<file path="src/rtl/mips_pkg.sv">
// Shared definitions for the HI/LO multiply-divide unit: widths, op codes and FSM states.
package mips_pkg;

  localparam int DATA_W = 32;
  localparam int ITER   = 32;

  typedef enum logic [2:0] {
    OP_MULT  = 3'b000,
    OP_MULTU = 3'b001,
    OP_DIV   = 3'b010,
    OP_DIVU  = 3'b011,
    OP_MTHI  = 3'b100,
    OP_MTLO  = 3'b101,
    OP_NOP0  = 3'b110,
    OP_NOP1  = 3'b111
  } op_e;

  typedef enum logic [1:0] {
    ST_IDLE,
    ST_BUSY,
    ST_DONE
  } state_e;

  // Two's-complement magnitude; 0x80000000 stays 0x80000000, which is correct read as unsigned.
  function automatic logic [DATA_W-1:0] absVal(input logic [DATA_W-1:0] v, input logic isSigned);
    return (isSigned && v[DATA_W-1]) ? (~v + 1'b1) : v;
  endfunction

endpackage

</file>
<file path="src/rtl/muldiv_step.sv">
// One iteration of unsigned shift-add multiply or restoring divide on magnitudes.
module muldiv_step
  import mips_pkg::*;
(
  input  logic              isDiv,
  input  logic [DATA_W-1:0] accHi,
  input  logic [DATA_W-1:0] accLo,
  input  logic [DATA_W-1:0] operand,
  output logic [DATA_W-1:0] nextHi,
  output logic [DATA_W-1:0] nextLo
);

  logic [DATA_W:0] sum;
  logic [DATA_W:0] shifted;
  logic            noSub;

  // The partial remainder is always below the divisor, so the subtract result fits in DATA_W bits.
  always_comb begin
    sum     = {1'b0, accHi} + {1'b0, (accLo[0] ? operand : '0)};
    shifted = {accHi, accLo[DATA_W-1]};
    noSub   = shifted < {1'b0, operand};
    nextHi  = '0;
    nextLo  = '0;
    if (isDiv) begin
      if (noSub) begin
        nextHi = shifted[DATA_W-1:0];
        nextLo = {accLo[DATA_W-2:0], 1'b0};
      end else begin
        nextHi = shifted[DATA_W-1:0] - operand;
        nextLo = {accLo[DATA_W-2:0], 1'b1};
      end
    end else begin
      nextHi = sum[DATA_W:1];
      nextLo = {sum[0], accLo[DATA_W-1:1]};
    end
  end

endmodule

</file>
<file path="src/rtl/muldiv_unit.sv">
// Iterative MIPS-style HI/LO multiply/divide unit: 32 cycles per MULT/DIV, single-cycle MTHI/MTLO.
module muldiv_unit
  import mips_pkg::*;
(
  input  logic              clk_i,
  input  logic              rst_i,
  input  logic              start_i,
  input  logic [2:0]        op_i,
  input  logic [DATA_W-1:0] rs_i,
  input  logic [DATA_W-1:0] rt_i,
  output logic              busy_o,
  output logic              done_o,
  output logic [DATA_W-1:0] hi_o,
  output logic [DATA_W-1:0] lo_o
);

  state_e              state, nextState;
  op_e                 opCode;
  logic [5:0]          iterCount;
  logic [DATA_W-1:0]   accHi, accLo, operand;
  logic [DATA_W-1:0]   stepHi, stepLo;
  logic [DATA_W-1:0]   rsMag, rtMag, resultHi, resultLo, quot, rem;
  logic [2*DATA_W-1:0] product;
  logic                isDiv, negMain, negRem;
  logic                signedOp, lastIter;

  muldiv_step u_step (
    .isDiv   (isDiv),
    .accHi   (accHi),
    .accLo   (accLo),
    .operand (operand),
    .nextHi  (stepHi),
    .nextLo  (stepLo)
  );

  always_comb begin
    opCode   = op_e'(op_i);
    signedOp = ~op_i[0];
    rsMag    = absVal(rs_i, signedOp);
    rtMag    = absVal(rt_i, signedOp);
    lastIter = (iterCount == 6'(ITER - 1));
  end

  // Sign correction is applied to the final step's output so HI/LO load in the same edge.
  always_comb begin
    product  = {stepHi, stepLo};
    if (negMain) product = ~product + 1'b1;
    quot     = negMain ? (~stepLo + 1'b1) : stepLo;
    rem      = negRem ? (~stepHi + 1'b1) : stepHi;
    resultHi = isDiv ? rem  : product[2*DATA_W-1:DATA_W];
    resultLo = isDiv ? quot : product[DATA_W-1:0];
  end

  always_ff @(posedge clk_i or posedge rst_i) begin
    if (rst_i) state <= ST_IDLE;
    else       state <= nextState;
  end

  always_comb begin
    nextState = state;
    busy_o    = 1'b0;
    done_o    = 1'b0;
    case (state)
      ST_IDLE, ST_DONE: begin
        done_o    = (state == ST_DONE);
        nextState = (start_i && !op_i[2]) ? ST_BUSY : ST_IDLE;
      end
      ST_BUSY: begin
        busy_o = 1'b1;
        if (lastIter) nextState = ST_DONE;
      end
      default: nextState = ST_IDLE;
    endcase
  end

  // Divide-by-zero keeps the quotient unsigned all-ones, and the remainder sign fix restores rs.
  always_ff @(posedge clk_i or posedge rst_i) begin
    if (rst_i) begin
      iterCount <= '0;
      accHi     <= '0;
      accLo     <= '0;
      operand   <= '0;
      isDiv     <= 1'b0;
      negMain   <= 1'b0;
      negRem    <= 1'b0;
      hi_o      <= '0;
      lo_o      <= '0;
    end else if (state == ST_BUSY) begin
      accHi     <= stepHi;
      accLo     <= stepLo;
      iterCount <= iterCount + 6'd1;
      if (lastIter) begin
        hi_o <= resultHi;
        lo_o <= resultLo;
      end
    end else if (start_i) begin
      case (opCode)
        OP_MTHI: hi_o <= rs_i;
        OP_MTLO: lo_o <= rs_i;
        OP_MULT, OP_MULTU, OP_DIV, OP_DIVU: begin
          iterCount <= '0;
          accHi     <= '0;
          isDiv     <= op_i[1];
          operand   <= op_i[1] ? rtMag : rsMag;
          accLo     <= op_i[1] ? rsMag : rtMag;
          negMain   <= signedOp & (rs_i[DATA_W-1] ^ rt_i[DATA_W-1]) & (|rt_i);
          negRem    <= signedOp & op_i[1] & rs_i[DATA_W-1];
        end
        default: ;
      endcase
    end
  end

endmodule

</file>
<file path="config.mk">
export PLATFORM = sky130hd
export DESIGN_NAME = muldiv_unit
export DESIGN_NICKNAME = d
export VERILOG_FILES = /design/src/rtl/mips_pkg.sv /design/src/rtl/muldiv_step.sv /design/src/rtl/muldiv_unit.sv
export SDC_FILE = /design/constraint.sdc
export NUM_CORES = 1
export LEC_CHECK = 0
export BUFFER_PORTS_ARGS = -buffer_cell sky130_fd_sc_hd__buf_2
export CAP_MARGIN = 20
export CORE_MARGIN = 2
export CORE_UTILIZATION = 30
export CTS_CLUSTER_SIZE = 30
export DETAILED_ROUTE_END_ITERATION = 7
export HOLD_SLACK_MARGIN = 0.12
export PLACE_DENSITY_LB_ADDON = 0.2
export SETUP_SLACK_MARGIN = 0.15
export SLEW_MARGIN = 20
export SYNTH_ARGS = -nofsm -noshare
export SYNTH_HDL_FRONTEND = slang
export SYNTH_SLANG_ARGS = --single-unit
</file>
<file path="constraint.sdc">
create_clock -name clk_i -period 6.7 [get_ports clk_i]
set_input_delay 1.34 -clock clk_i [delete_from_list [all_inputs] [get_ports clk_i]]
set_output_delay 1.34 -clock clk_i [all_outputs]
set_load 0.01 [all_outputs]
</file>
# Word level (Yosys, flattened, before mapping)
# Index checks and enable logic that the tools add are counted.
[totals]
ff_bits = 171
latchBits = 0
mem_bits_rw = 0
romBits = 0
input_bits = 70
out_inout_bits = 66
word_cells = 93
n_memories = 0
[op_classes]
addsub = 8
mul = 0
div = 0
order_cmp = 1
eq_ne = 9
shifts = 0
muxes = 36
bitwise = 12
n_reduce_logical = 17
[op_table]
columns = ["op", "count"]
rows = [
  ["32-bit 2-to-1 mux", 26],
  ["32-bit by 1-bit adder with 32-bit output, second input constant", 4],
  ["32-bit inverter", 4],
  ["64-bit by 1-bit adder with 64-bit output, second input constant", 1],
  ["64-bit 2-to-1 mux", 1],
  ["64-bit inverter", 1],
  ["32-bit by 32-bit adder with 33-bit output", 1],
  ["33-bit by 32-bit < comparator with 1-bit output", 1],
  ["32-bit OR reduction", 1],
  ["32-bit subtractor", 1],
  ["6-bit 2-to-1 mux", 3],
  ["3-bit AND reduction", 3],
  ["2-bit nonzero test", 4],
  ["6-bit by 1-bit adder with 6-bit output, second input constant", 1],
  ["3-bit by 2-bit == test with 1-bit output, second input constant", 2],
  ["3-bit == test, second input constant", 2],
  ["6-bit by 5-bit == test with 1-bit output, second input constant", 1],
  ["1-bit AND", 4],
  ["1-bit 2-to-1 mux", 4],
  ["2-bit one-hot mux with 2 select lines", 1],
  ["4-bit OR reduction", 1],
  ["3-bit by 1-bit == test with 1-bit output, second input constant", 1],
  ["1-bit logical AND", 3],
  ["3-bit zero test", 1],
  ["10 further kinds", 11],
]

# Logic depth before layout (Yosys ltp)
# Gate-level depths: netlist of run 1.
[depth]
ltp_word = 9
depth_mapped = 22
mapped_depth_nobuf = 20

# By module
# A second synthesis of run 1 with hierarchy kept.
[unflattened]
cells_unflattened = 1856
area_unflattened_um2 = 15187.1
[by_module_without_submodules]
columns = ["module", "n_inst", "cells_each", "area_each_um2", "seq_area_each_um2"]
rows = [
  ["muldiv_unit", 1, 1177, 10402.5, 4279.1],
  ["muldiv_step", 1, 679, 4784.6, 0.0],
]

# Least setup slack after synthesis of run 1
# Ideal clock, no wire load.
[synth_path]
path_type = "register -> register"
from = "reg accHi[1]"
to = "reg hi_o[18]"
setup_ns = 0.082
arrival_time_ns = 4.919
required_ns = 6.618
setup_slack_ns = 1.699
path_stages_with_launch = 20
n_path_buf = 3
period_less_slack_ns = 5.001
path_cell_list = "dfrtp_1 > ha_1 > o211ai_2 > a21oi_2 > o211a_4 > o31a_4 > nor2_1 > clkbuf_1 > buf_2 > buf_1 > o211ai_1 > o21ai_0 > ha_1 > o31ai_1 > or4b_4 > or4_4 > o31ai_4 > xnor2_1 > nand2_1 > a31oi_1"
[synth_between]
elab_chain_cells = 9
elab_cells_between_ends = 16
cone_classes = "add/sub: 4; order compare: 1; mux: 9; bitwise: 2"
[synth_rtl]
columns = ["element", "line_no", "rtl"]
rows = [
  ["from (decl)", "muldiv_unit.sv:20", "logic [DATA_W-1:0] accHi, accLo, operand;"],
  ["from (signal assigned)", "muldiv_unit.sv:89", "accHi <= stepHi;"],
  ["32-bit subtractor or 33-bit by 32-bit < comparator with 1-bit output (tied branches)", "muldiv_step.sv:29, muldiv_step.sv:21", ""],
  ["32-bit 2-to-1 mux or 1-bit 2-to-1 mux (tied branches)", "muldiv_step.sv:25", "if (noSub) begin"],
  ["32-bit 2-to-1 mux", "muldiv_step.sv:24", "if (isDiv) begin"],
  ["64-bit inverter or 32-bit inverter (tied branches)", "muldiv_unit.sv:47, muldiv_unit.sv:49", ""],
  ["64-bit by 1-bit adder with 64-bit output or 32-bit by 1-bit adder with 32-bit output (tied branches)", "muldiv_unit.sv:47, muldiv_unit.sv:49", ""],
  ["64-bit 2-to-1 mux or 32-bit 2-to-1 mux (tied branches)", "muldiv_unit.sv:47, muldiv_unit.sv:49", ""],
  ["32-bit 2-to-1 mux (*)", "muldiv_unit.sv:50", "resultHi = isDiv ? rem : product[2*DATA_W-1:DATA_W];"],
  ["32-bit 2-to-1 mux (*)", "muldiv_unit.sv:92", "if (lastIter) begin"],
  ["32-bit 2-to-1 mux (*)", "muldiv_unit.sv:88", "end else if (state == ST_BUSY) begin"],
  ["to (signal assigned)", "muldiv_unit.sv:93", "hi_o <= resultHi;"],
  ["to (signal assigned)", "muldiv_unit.sv:98", "OP_MTHI: hi_o <= rs_i;"],
  ["to (decl)", "muldiv_unit.sv:13", "output logic [DATA_W-1:0] hi_o,"],
]
# Mark *: on every way between the ends. The rest lies on a longest branch, timed or not. The select of a mux whose other input is x is not followed.
# A chain may end at the register's enable or synchronous reset.

# Worst setup path in the final report of run 1
[layout_path]
from = "reg accHi[9]"
to = "reg hi_o[18]"
# The elaborated chain is that of the path after synthesis.

==> results of run 1 <==
-- report_power, final --
group / switching, mW / internal [mW]
clock network: 0.518 / 0.567
registers: 0.436 / 1.38
logic: 3.97 / 2.26
-- per-stage QoR --
| step | setup slack (ps) | cells |
|---|---|---|
| final | 746 | 2843 |
| after global routing | 499 | 2843 |
| after CTS | 822 | 2843 |
| after detailed placement | 863 | 2811 |
| after global placement | 1110 | 2811 |
| after floorplan | 728 | 2082 |
-- cells by family after synthesis --
logic type,after synthesis,synth area share
buf+inv,187,0.0460
fa+ha+maj,71,0.0578
xor+xnor,149,0.0835
mux,55,0.0361
compound gates,702,0.281
simple gates,747,0.222
flops,171,0.274
-- flip-flops by register name (all words and copies together) (netlist names) --
register / flops
isDiv: 1
state: 2
operand: 32
accHi: 32
iterCount: 6
negMain: 1
negRem: 1
accLo: 32
hi_o: 32
lo_o: 32
-- placed cells by master (no fill, tap or decap), types with 24 or more instances in the layout --
cell type	netlist	routed
nor2_1	236	233
nand2_1	231	230
a21oi_1	224	224
dfrtp_1	171	170
o21ai_0	160	160
buf_2	8	134
xnor2_1	92	92
ha_1	69	69
inv_1	70	68
a211oi_1	57	57
xor2_1	57	57
nor3_1	58	56
a31oi_1	50	50
and2_1	47	47
mux2i_1	44	44
nand3_1	33	33
buf_4	0	29
or3_1	28	28
o31ai_1	26	26
a21o_1	24	24
-- layout make-up --
class / count / share of cell area
Sequential cell: 171 / 0.243
Inverter: 72 / 0.0157
Clock buffer: 18 / 0.0250
Clock inverter: 14 / 0.00910
Tap cell: 680 / 0.0484
Timing Repair Buffer: 164 / 0.0516
Multi-Input combinational cell: 1724 / 0.607
-- how the worst min path moves through the flow --
stage | start | end | slack, ps | cells after the start
after floorplan | state[0] | state[0] | 450 | 1
final | hi_o[1] | hi_o[1] | 490 | 2
after detailed placement | hi_o[1] | hi_o[1] | 470 | 2
after CTS | hi_o[1] | hi_o[1] | 490 | 2
after global routing | iterCount[5] | iterCount[5] | 510 | 1
after global placement | lo_o[15] | lo_o[15] | 470 | 1
-- routing by layer --
metal	wire length, um	up-vias	part of all wire
met4	2630	4	0.039
met2	31200	533	0.46
met1	30300	8073	0.45
met3	3540	91	0.052
met5	21	-	0.00031
li1	-	7642	-
-- critical path, stage by stage, from the launching register on --
cell and delay (ps):
dfrtp_1 430, ha_1 390, a21oi_1 290, o211a_1 250, o21bai_1 160, o31ai_2 500
a21oi_1 360, a21oi_1 370, ha_1 300, o2111ai_1 200, or2_1 310, or3_1 410
nand3b_1 280, nor2_1 160, nor2_1 130, or4_4 610, o31ai_4 270, xnor2_1 150
nand2_1 80, a31oi_1 200
==> results.toml, run 1 <==
[sta]
worst_slew_pin_slew_ps = 1080
fin_skew_ps = 14.4
hold_viol = 0
tns_ps = 0
grt_setup_unrepaired = "false"
fmax_mhz = 168
slew_headroom = 0.274
fin_hold_ws_ps = 489
period_share = 0.889
period_needed_ps = 5950
slew_viol_final = 0
setup_viol = 0

[routing]
drc_errors = 0
firstDrtPassIters = 5
ant_nets = 0
post_drt_via_cell_ratio = 5.75
initialDrtViolationCount = 1295
totalWireLength_mm = 67.7
vias = 16300
wl_per_cell_um = 23.8

[floorplanning]
rows = 83
die_x_um = 232
die_height_um = 232
pin_count = 136
core-area_mm2 = 0.0514
die-area_mm2 = 0.0539
start_util = 0.304

[yosys]
synth-seq-cells = 171
ys_seq_area_frac = 0.274
ys.warnings.count = 0
synth.area.top_cells = "dfrtp_1 27%, a21oi_1 7.2%, nor2_1 5.7%"
synth_top_cells_by_count = "236 x nor2_1, 231 x nand2_1, 224 x a21oi_1, 171 x dfrtp_1, 160 x o21ai_0"
synth_edf_count = 0
netlist_instances = 2082
syn-num-nets = 2223
synthArstFlopShare = 1.00
yosysMostFrequentCell = "nor2_1"
synth_top_area_share = 0.274
avgSynthCellArea_um2 = 7.51
ys.flop_type = "dfrtp_1"
syn_area_mm2 = 0.0156
synth_cell_types = 86
yosys.area.top_type = "dfrtp_1"

[global_route]
grt_pass1_wl_mm = 99.1
overflow = 0
grt_use_met2 = 0.398
gr-usage-met1 = 0.336
met3_usage = 0.0332
grt_usage = 0.249
antenna_found_initial = 6
grt_pass1_vias = 15300
grt_busiest_layer = "met2"
grt_start_max_net_pins = 92

[critical_path]
r2r_slack_ps = 750
crit_type = "flop to flop"
r2r_end = "hi_o[18]"
worstReg2RegStart = "accHi[9]"
endpoint_kind = "flop"
required_ps = 7110
crit_path_max_fanout = 7
r2r_cells = 19
start_kind = "flop"
cp-startpoint = "accHi[9]"
cp.arrival_ps = 6360
crit_end = "hi_o[18]"

[layout]
syn_to_final_growth_pct = 12.6
drive_gt1_frac = 0.115
diodes = 0
nets = 2291
ff_latch_area_mm2 = 0.00428
design_area_mm2 = 0.0176
multi_input_comb_area_mm2 = 0.0107
fill_cells = 5560
post-route-util = 0.342

[clock_network]
insertion_delay_ps = 500
cts_sinks = 171
clkTransAtPathRegs_ps = 70
htree_levels = 4
clockBufferDepth = 2
post_cts_resized = 0
holdBufCountCts = 0
cts_tree = "yes"
root_buffer = "clkbuf_16"
cts_setup_buffers = 0
numCtsBuffers = 17

[hold_path]
worstHoldPathType = "flop to flop"

[placement]
portBuffers = 135
place_area_mm2 = 0.0170
gp_congestion = 0.952
dp_hpwl_mm = 52.9

[power]
total_power_mw = 9.12
p_per_area_mw_per_mm2 = 518
ir_drop_mv = 0.227
cellLeakagePower_nw = 7.42

[run]
drv_cap = 0

[run_status]
status = "completed"
(Power assumes the default switching activity.)
==> run 2: changes to the inputs <==
--- a/config.mk
+++ b/config.mk
@@ -17,4 +17,5 @@
 export SLEW_MARGIN = 20
 export SYNTH_ARGS = -nofsm -noshare
 export SYNTH_HDL_FRONTEND = slang
+export SYNTH_HIERARCHICAL = 1
 export SYNTH_SLANG_ARGS = --single-unit
==> run 2 against run 1 <==
Compared with the run above: clock skew rose by 1.5 ps; sequential cell count unchanged; hold slack got worse by 9.1 ps; largest cell class unchanged; highest routed layer unchanged.
==> results.toml, run 2 <==
[run_status]
status = "completed"

[global_route]
grt_pass1_wl_mm = 95.3
overflow = 0
grt_start_max_net_pins = 86
grt_pass1_vias = 14900
antenna_found_initial = 2
grt_usage = 0.240

[yosys]
synth-xor-area-share = 0.0905
synth.area.top_cells = "dfrtp_1 28%, ha_1 5.7%, xnor2_1 5.3%"
synth_top_family_by_area = "compound AO/OA/AOI/OAI gates"
ys.warnings.count = 6
synth_top_area_share = 0.282
synthArstFlopShare = 1.00
synthSimpleGateAreaFrac = 0.191
synth_mux_area_frac = 0.0578
synth_top_cells_by_count = "176 x nand2_1, 171 x dfrtp_1, 158 x nor2_1, 121 x a21oi_1, 107 x o21ai_0"
netlist_instances = 1856
synth_edf_count = 0
synth_cell_types = 87
synth-seq-cells = 171
syn-num-nets = 1997
avgSynthCellArea_um2 = 8.18
synth_compound_area_frac = 0.275
ys_seq_area_frac = 0.282
synthAdderAreaFrac = 0.0595
syn_area_mm2 = 0.0152
yosys.area.top_type = "dfrtp_1"
yosysMostFrequentCell = "nand2_1"
ys.flop_type = "dfrtp_1"

[critical_path]
r2r_cells = 17
endpoint_kind = "flop"
cp.arrival_ps = 6090
r2r_end = "hi_o[23]"
crit_type = "flop to flop"
crit_path_max_fanout = 29
path_cells = "inv_1 -> ha_1 -> o21ai_0 -> a21oi_1 -> o21bai_1 -> a21oi_1 -> o2111ai_2 -> nand3_2 -> and2_4 -> mux2i_1 -> o21ai_0 -> nor4_1 -> nand4_1 -> nor4_1 -> nor2_1 -> o211ai_1 -> o211ai_1"
r2r_slack_ps = 930
cpPeakStageDelay_ps = 800
required_ps = 7010
slowest_stage = "nor4_1"
worstReg2RegStart = "operand[11]"
start_kind = "flop"

[layout]
nets = 2082
final_cell_mix = "175 x nand2_1, 169 x dfrtp_1, 156 x nor2_1, 135 x buf_2, 120 x a21oi_1"
drive_gt1_frac = 0.142
layout.cells.non_filler = 2627
final_common_cell = "nand2_1"
syn_to_final_growth_pct = 13.2

[routing]
initialDrtViolationCount = 1625
drc_errors = 0
ant_nets = 0
totalWireLength_mm = 64.2
vias = 15400
wl_per_cell_um = 24.4
firstDrtPassIters = 5
post_drt_via_cell_ratio = 5.87

[power]
cellLeakagePower_nw = 7.24
ir_drop_mv = 0.295
p_per_area_mw_per_mm2 = 542

[floorplanning]
start_util = 0.303
core-area_mm2 = 0.0501
die_x_um = 229
die_height_um = 229
pin_count = 136
rows = 82
die-area_mm2 = 0.0524

[placement]
dp_hpwl_mm = 50.0
dpl_worst_slack_ps = 1040
gp_congestion = 0.927
dp_cells = 2594
portBuffers = 135

[sta]
hold_viol = 0
tns_ps = 0
fin_hold_ws_ps = 480
period_share = 0.861
setup_viol = 0
slew_headroom = 0.289
period_needed_ps = 5770
slew_viol_final = 0
worst_slack_ps = 928
fmax_mhz = 173
worst_slew_pin_slew_ps = 1060
fin_skew_ps = 15.9
grt_setup_unrepaired = "false"

[clock_network]
clockBufferDepth = 2
clkTransAtPathRegs_ps = 80
holdBufCountCts = 0
cts_setup_buffers = 0
htree_levels = 4
root_buffer = "clkbuf_16"
numCtsBuffers = 17
insertion_delay_ps = 460
cts_tree = "yes"
post_cts_resized = 0
cts_sinks = 171

[run]
drv_cap = 0

[hold_path]
worstHoldPathType = "flop to flop"
worstHoldStart = "lo_o[23]"
min_to = "lo_o[23]"
min_path_cells = 2
[run 2: cell types whose count changed in the layout (fill, tap and decap cells not counted), moves of 14 or more]
cell,previous run,this run
o41ai_1,5,24
o22ai_1,5,20
o21ai_0,160,107
a31oi_1,50,34
o221ai_1,7,40
a21oi_1,224,120
mux2_2,11,37
a211oi_1,57,12
a21o_1,24,38
a22oi_1,5,27
nand2_1,230,175
nor2_1,233,156
[run 2: worst max path at each step]
stage	cells after the start	slack, ps	to	from
after floorplan	1	730	accHi[0]	rst_i
after global placement	15	1090	hi_o[23]	accLo[0]
after detailed placement	15	1040	hi_o[23]	accLo[0]
after CTS	15	1020	hi_o[23]	accLo[0]
after global routing	17	590	hi_o[29]	operand[11]
final	17	930	hi_o[23]	operand[11]
[run 2: layout make-up]
| class | count | area (um2) |
|---|---|---|
| fill | 5397 | 32900 |
| tap | 672 | 841 |
| antenna | 1 | 2.50 |
| inverter | 65 | 250 |
| multi-input combinational | 1513 | 10200 |
| sequential | 171 | 4280 |
| timing repair buffer | 173 | 961 |
| clock inverter | 13 | 175 |
| clock buffer | 19 | 433 |
[run 2: kinds of logic after synthesis]
family | Yosys count
buffers and inverters | 172
AND/OR/NAND/NOR | 597
XOR/XNOR | 157
adder cells (fa/ha/maj) | 71
multiplexers | 83
AO/OA/AOI/OAI | 605
flip-flops | 171
[run 2: power breakdown]
group          total (mW)  internal [mW]  switching, mW  leakage, nW
Clock                1.08          0.569          0.514        0.293
Combinational        6.30           2.44           3.86         4.87
Sequential           1.94           1.47          0.471         2.08
Total                9.33           4.48           4.85         7.24
[run 2: worst max-delay path, delay by kind of cell, from the launching register on]
| family | cells | cell delay [ps] |
|---|---|---|
| AOI/OAI and AO/OA | 8 | 1660 |
| adders and majority gates | 1 | 380 |
| buffers and inverters | 1 | 70 |
| DFF | 1 | 480 |
| muxes | 1 | 240 |
| and+or+nand+nor | 6 | 2790 |
[run 2: per-stage QoR]
| stage | area [um2] | util | power (mW) |
|---|---|---|---|
| after floorplan | 15200 | - | 6.06 |
| after CTS | 17200 | 0.343 | 9.26 |
| after detailed placement | 16600 | 0.331 | 8.15 |
| after global placement | 16600 | 0.331 | 8.16 |
| final | 17200 | 0.343 | 9.33 |
| after global routing | 17200 | 0.343 | 9.95 |
[run 2: layer usage]
metal  global-route usage  vias up  wire [um]
met2                0.400      580      30900
li1                     -     7068          -
met4               0.0706        2       1870
met3               0.0458       81       3980
met5                    0        -         13
met1                0.315     7693      27500
==> run 3: changes to the inputs <==
--- a/config.mk
+++ b/config.mk
@@ -13,6 +13,7 @@
 export DETAILED_ROUTE_END_ITERATION = 7
 export HOLD_SLACK_MARGIN = 0.12
 export PLACE_DENSITY_LB_ADDON = 0.2
+export RECOVER_POWER = 100
 export SETUP_SLACK_MARGIN = 0.15
 export SLEW_MARGIN = 20
 export SYNTH_ARGS = -nofsm -noshare
==> run 3 against run 2 <==
Compared with the run above: clock power barely moved; the flow now finishes with violations (capacitance limit, slew limit); fmax fell by 4.9%; design area fell by 0.96%; largest cell class unchanged; critical endpoint is now hi_o[9].
==> results.toml, run 3 (synthesized netlist as in run 2, its figures left out) <==
[clock_network]
holdBufCountCts = 0
cts_tree = "yes"
root_buffer = "clkbuf_16"
numCtsBuffers = 17
insertion_delay_ps = 460
post_cts_resized = 0
cts_sinks = 171
cts_setup_buffers = 0
clkTransAtPathRegs_ps = 80
clockBufferDepth = 2
htree_levels = 4

[global_route]
overflow = 0
grt_pass1_wl_mm = 95.3
grt_start_max_net_pins = 86
grt_usage = 0.240
grt_pass1_vias = 14900
antenna_found_initial = 2

[layout]
nets = 2082
layout.cells.non_filler = 2628
final_cell_mix = "177 x nand2_1, 169 x dfrtp_1, 157 x nor2_1, 120 x a21oi_1, 107 x o21ai_0"
drive_gt1_frac = 0.100
syn_to_final_growth_pct = 12.1
multi_input_comb_area_mm2 = 0.0102
final_common_cell = "nand2_1"
ff_latch_area_mm2 = 0.00428
fill_cells = 5443

[power]
switching_share = 0.522
cellLeakagePower_nw = 7.01
ir_drop_mv = 0.300
seqPwrFrac = 0.210
p_comb_frac = 0.673
p_switching_mw = 4.83
clkPwrFrac = 0.117
intPower_mw = 4.43
p_per_area_mw_per_mm2 = 544

[critical_path]
crit_type = "flop to flop"
r2r_cells = 18
endpoint_kind = "flop"
crit_path_max_fanout = 13
worstReg2RegStart = "operand[1]"
cp.arrival_ps = 6400
cp-startpoint = "operand[1]"
r2r_slack_ps = 630
required_ps = 7030
r2r_end = "hi_o[9]"
crit_end = "hi_o[9]"
start_kind = "flop"

[placement]
dp_hpwl_mm = 50.0
gp_congestion = 0.927
portBuffers = 135
dp_cells = 2594

[floorplanning]
die-area_mm2 = 0.0524
core-area_mm2 = 0.0501
pin_count = 136
rows = 82
start_util = 0.303
die_height_um = 229
die_x_um = 229

[routing]
vias = 15500
wl_per_cell_um = 24.4
initialDrtViolationCount = 1558
post_drt_via_cell_ratio = 5.91
ant_nets = 0
drc_errors = 0
totalWireLength_mm = 64.1
firstDrtPassIters = 6

[sta]
period_needed_ps = 6070
fmax_mhz = 165
slew_headroom = -1.86
grt_setup_unrepaired = "false"
slew_viol_final = 258
period_share = 0.906
hold_viol = 0
tns_ps = 0
fin_skew_ps = 14.7
setup_viol = 0
worst_slew_pin_slew_ps = 4270

[run_status]
status = "complete, but fails checks"
violations = "capacitance limit, slew limit"

[run]
drv_cap = 5

[hold_path]
worstHoldPathType = "flop to flop"
==> run 3: how the worst min path moves through the flow <==
stage                     slack, ps  depth (start not counted)       end      from
after floorplan                 450                          1  state[0]  state[0]
after global placement          470                          2  lo_o[29]  lo_o[29]
after detailed placement        470                          2  lo_o[23]  lo_o[23]
after CTS                       490                          2  lo_o[23]  lo_o[23]
after global routing            530                          2  lo_o[23]  lo_o[23]
final                           480                          2  lo_o[23]  lo_o[23]
==> run 3: worst max-delay path, stage by stage, from the launching register on <==
cell and delay [ps]:
dfrtp_1 440, inv_1 60, ha_1 260, nor2b_1 150, o31ai_2 310, a21oi_2 200, a31o_4 310, o2111ai_1 360
nand3_1 350, nand2_1 510, nor2_1 210, a21o_1 300, nor3_1 260, nand4_1 130, clkbuf_1 320, nor4_2 930
o2bb2ai_1 400, nor4b_1 330, nor3_1 100
==> run 3: layer usage <==
layer / vias to the layer above / track usage / part of all wire
li1: 7062 / - / -
met1: 7763 / 0.315 / 0.43
met2: 586 / 0.400 / 0.48
met3: 112 / 0.0458 / 0.063
met4: 2 / 0.0706 / 0.034
met5: - / 0 / 0.00020
==> run 3: stage by stage <==
| stage | setup slack (ps) | total power [mW] | area (um2) | hold WS (ps) | utilization |
|---|---|---|---|---|---|
| after detailed placement | 1040 | 8.15 | 16600 | 469 | 0.331 |
| after global routing | 356 | 9.89 | 17000 | 527 | 0.340 |
| after CTS | 1020 | 9.26 | 17200 | 486 | 0.343 |
| final | 628 | 9.26 | 17000 | 484 | 0.340 |
| after floorplan | 728 | 6.06 | 15200 | 448 | - |
| after global placement | 1090 | 8.16 | 16600 | 467 | 0.331 |
==> run 3: cell type report <==
type | instances | area share
repair buffers | 173 | 0.0497
clock buffers | 19 | 0.0254
well taps | 672 | 0.0494
multi-input cells | 1513 | 0.599
flip-flops and latches | 171 | 0.251
inverters | 65 | 0.0145
diodes | 2 | 0.000294
clock inverters | 13 | 0.0103
==> run 3: power by group through the flow <==
stage          clock (mW)  sequential, mW  combinational [mW]
3_3_place_gp            0            1.95                6.21
3_5_place_dp            0            1.95                6.20
2_1_floorplan           0            1.82                4.24
6_report             1.08            1.95                6.23
4_1_cts              1.09            1.93                6.23
5_1_grt              1.14            2.01                6.74
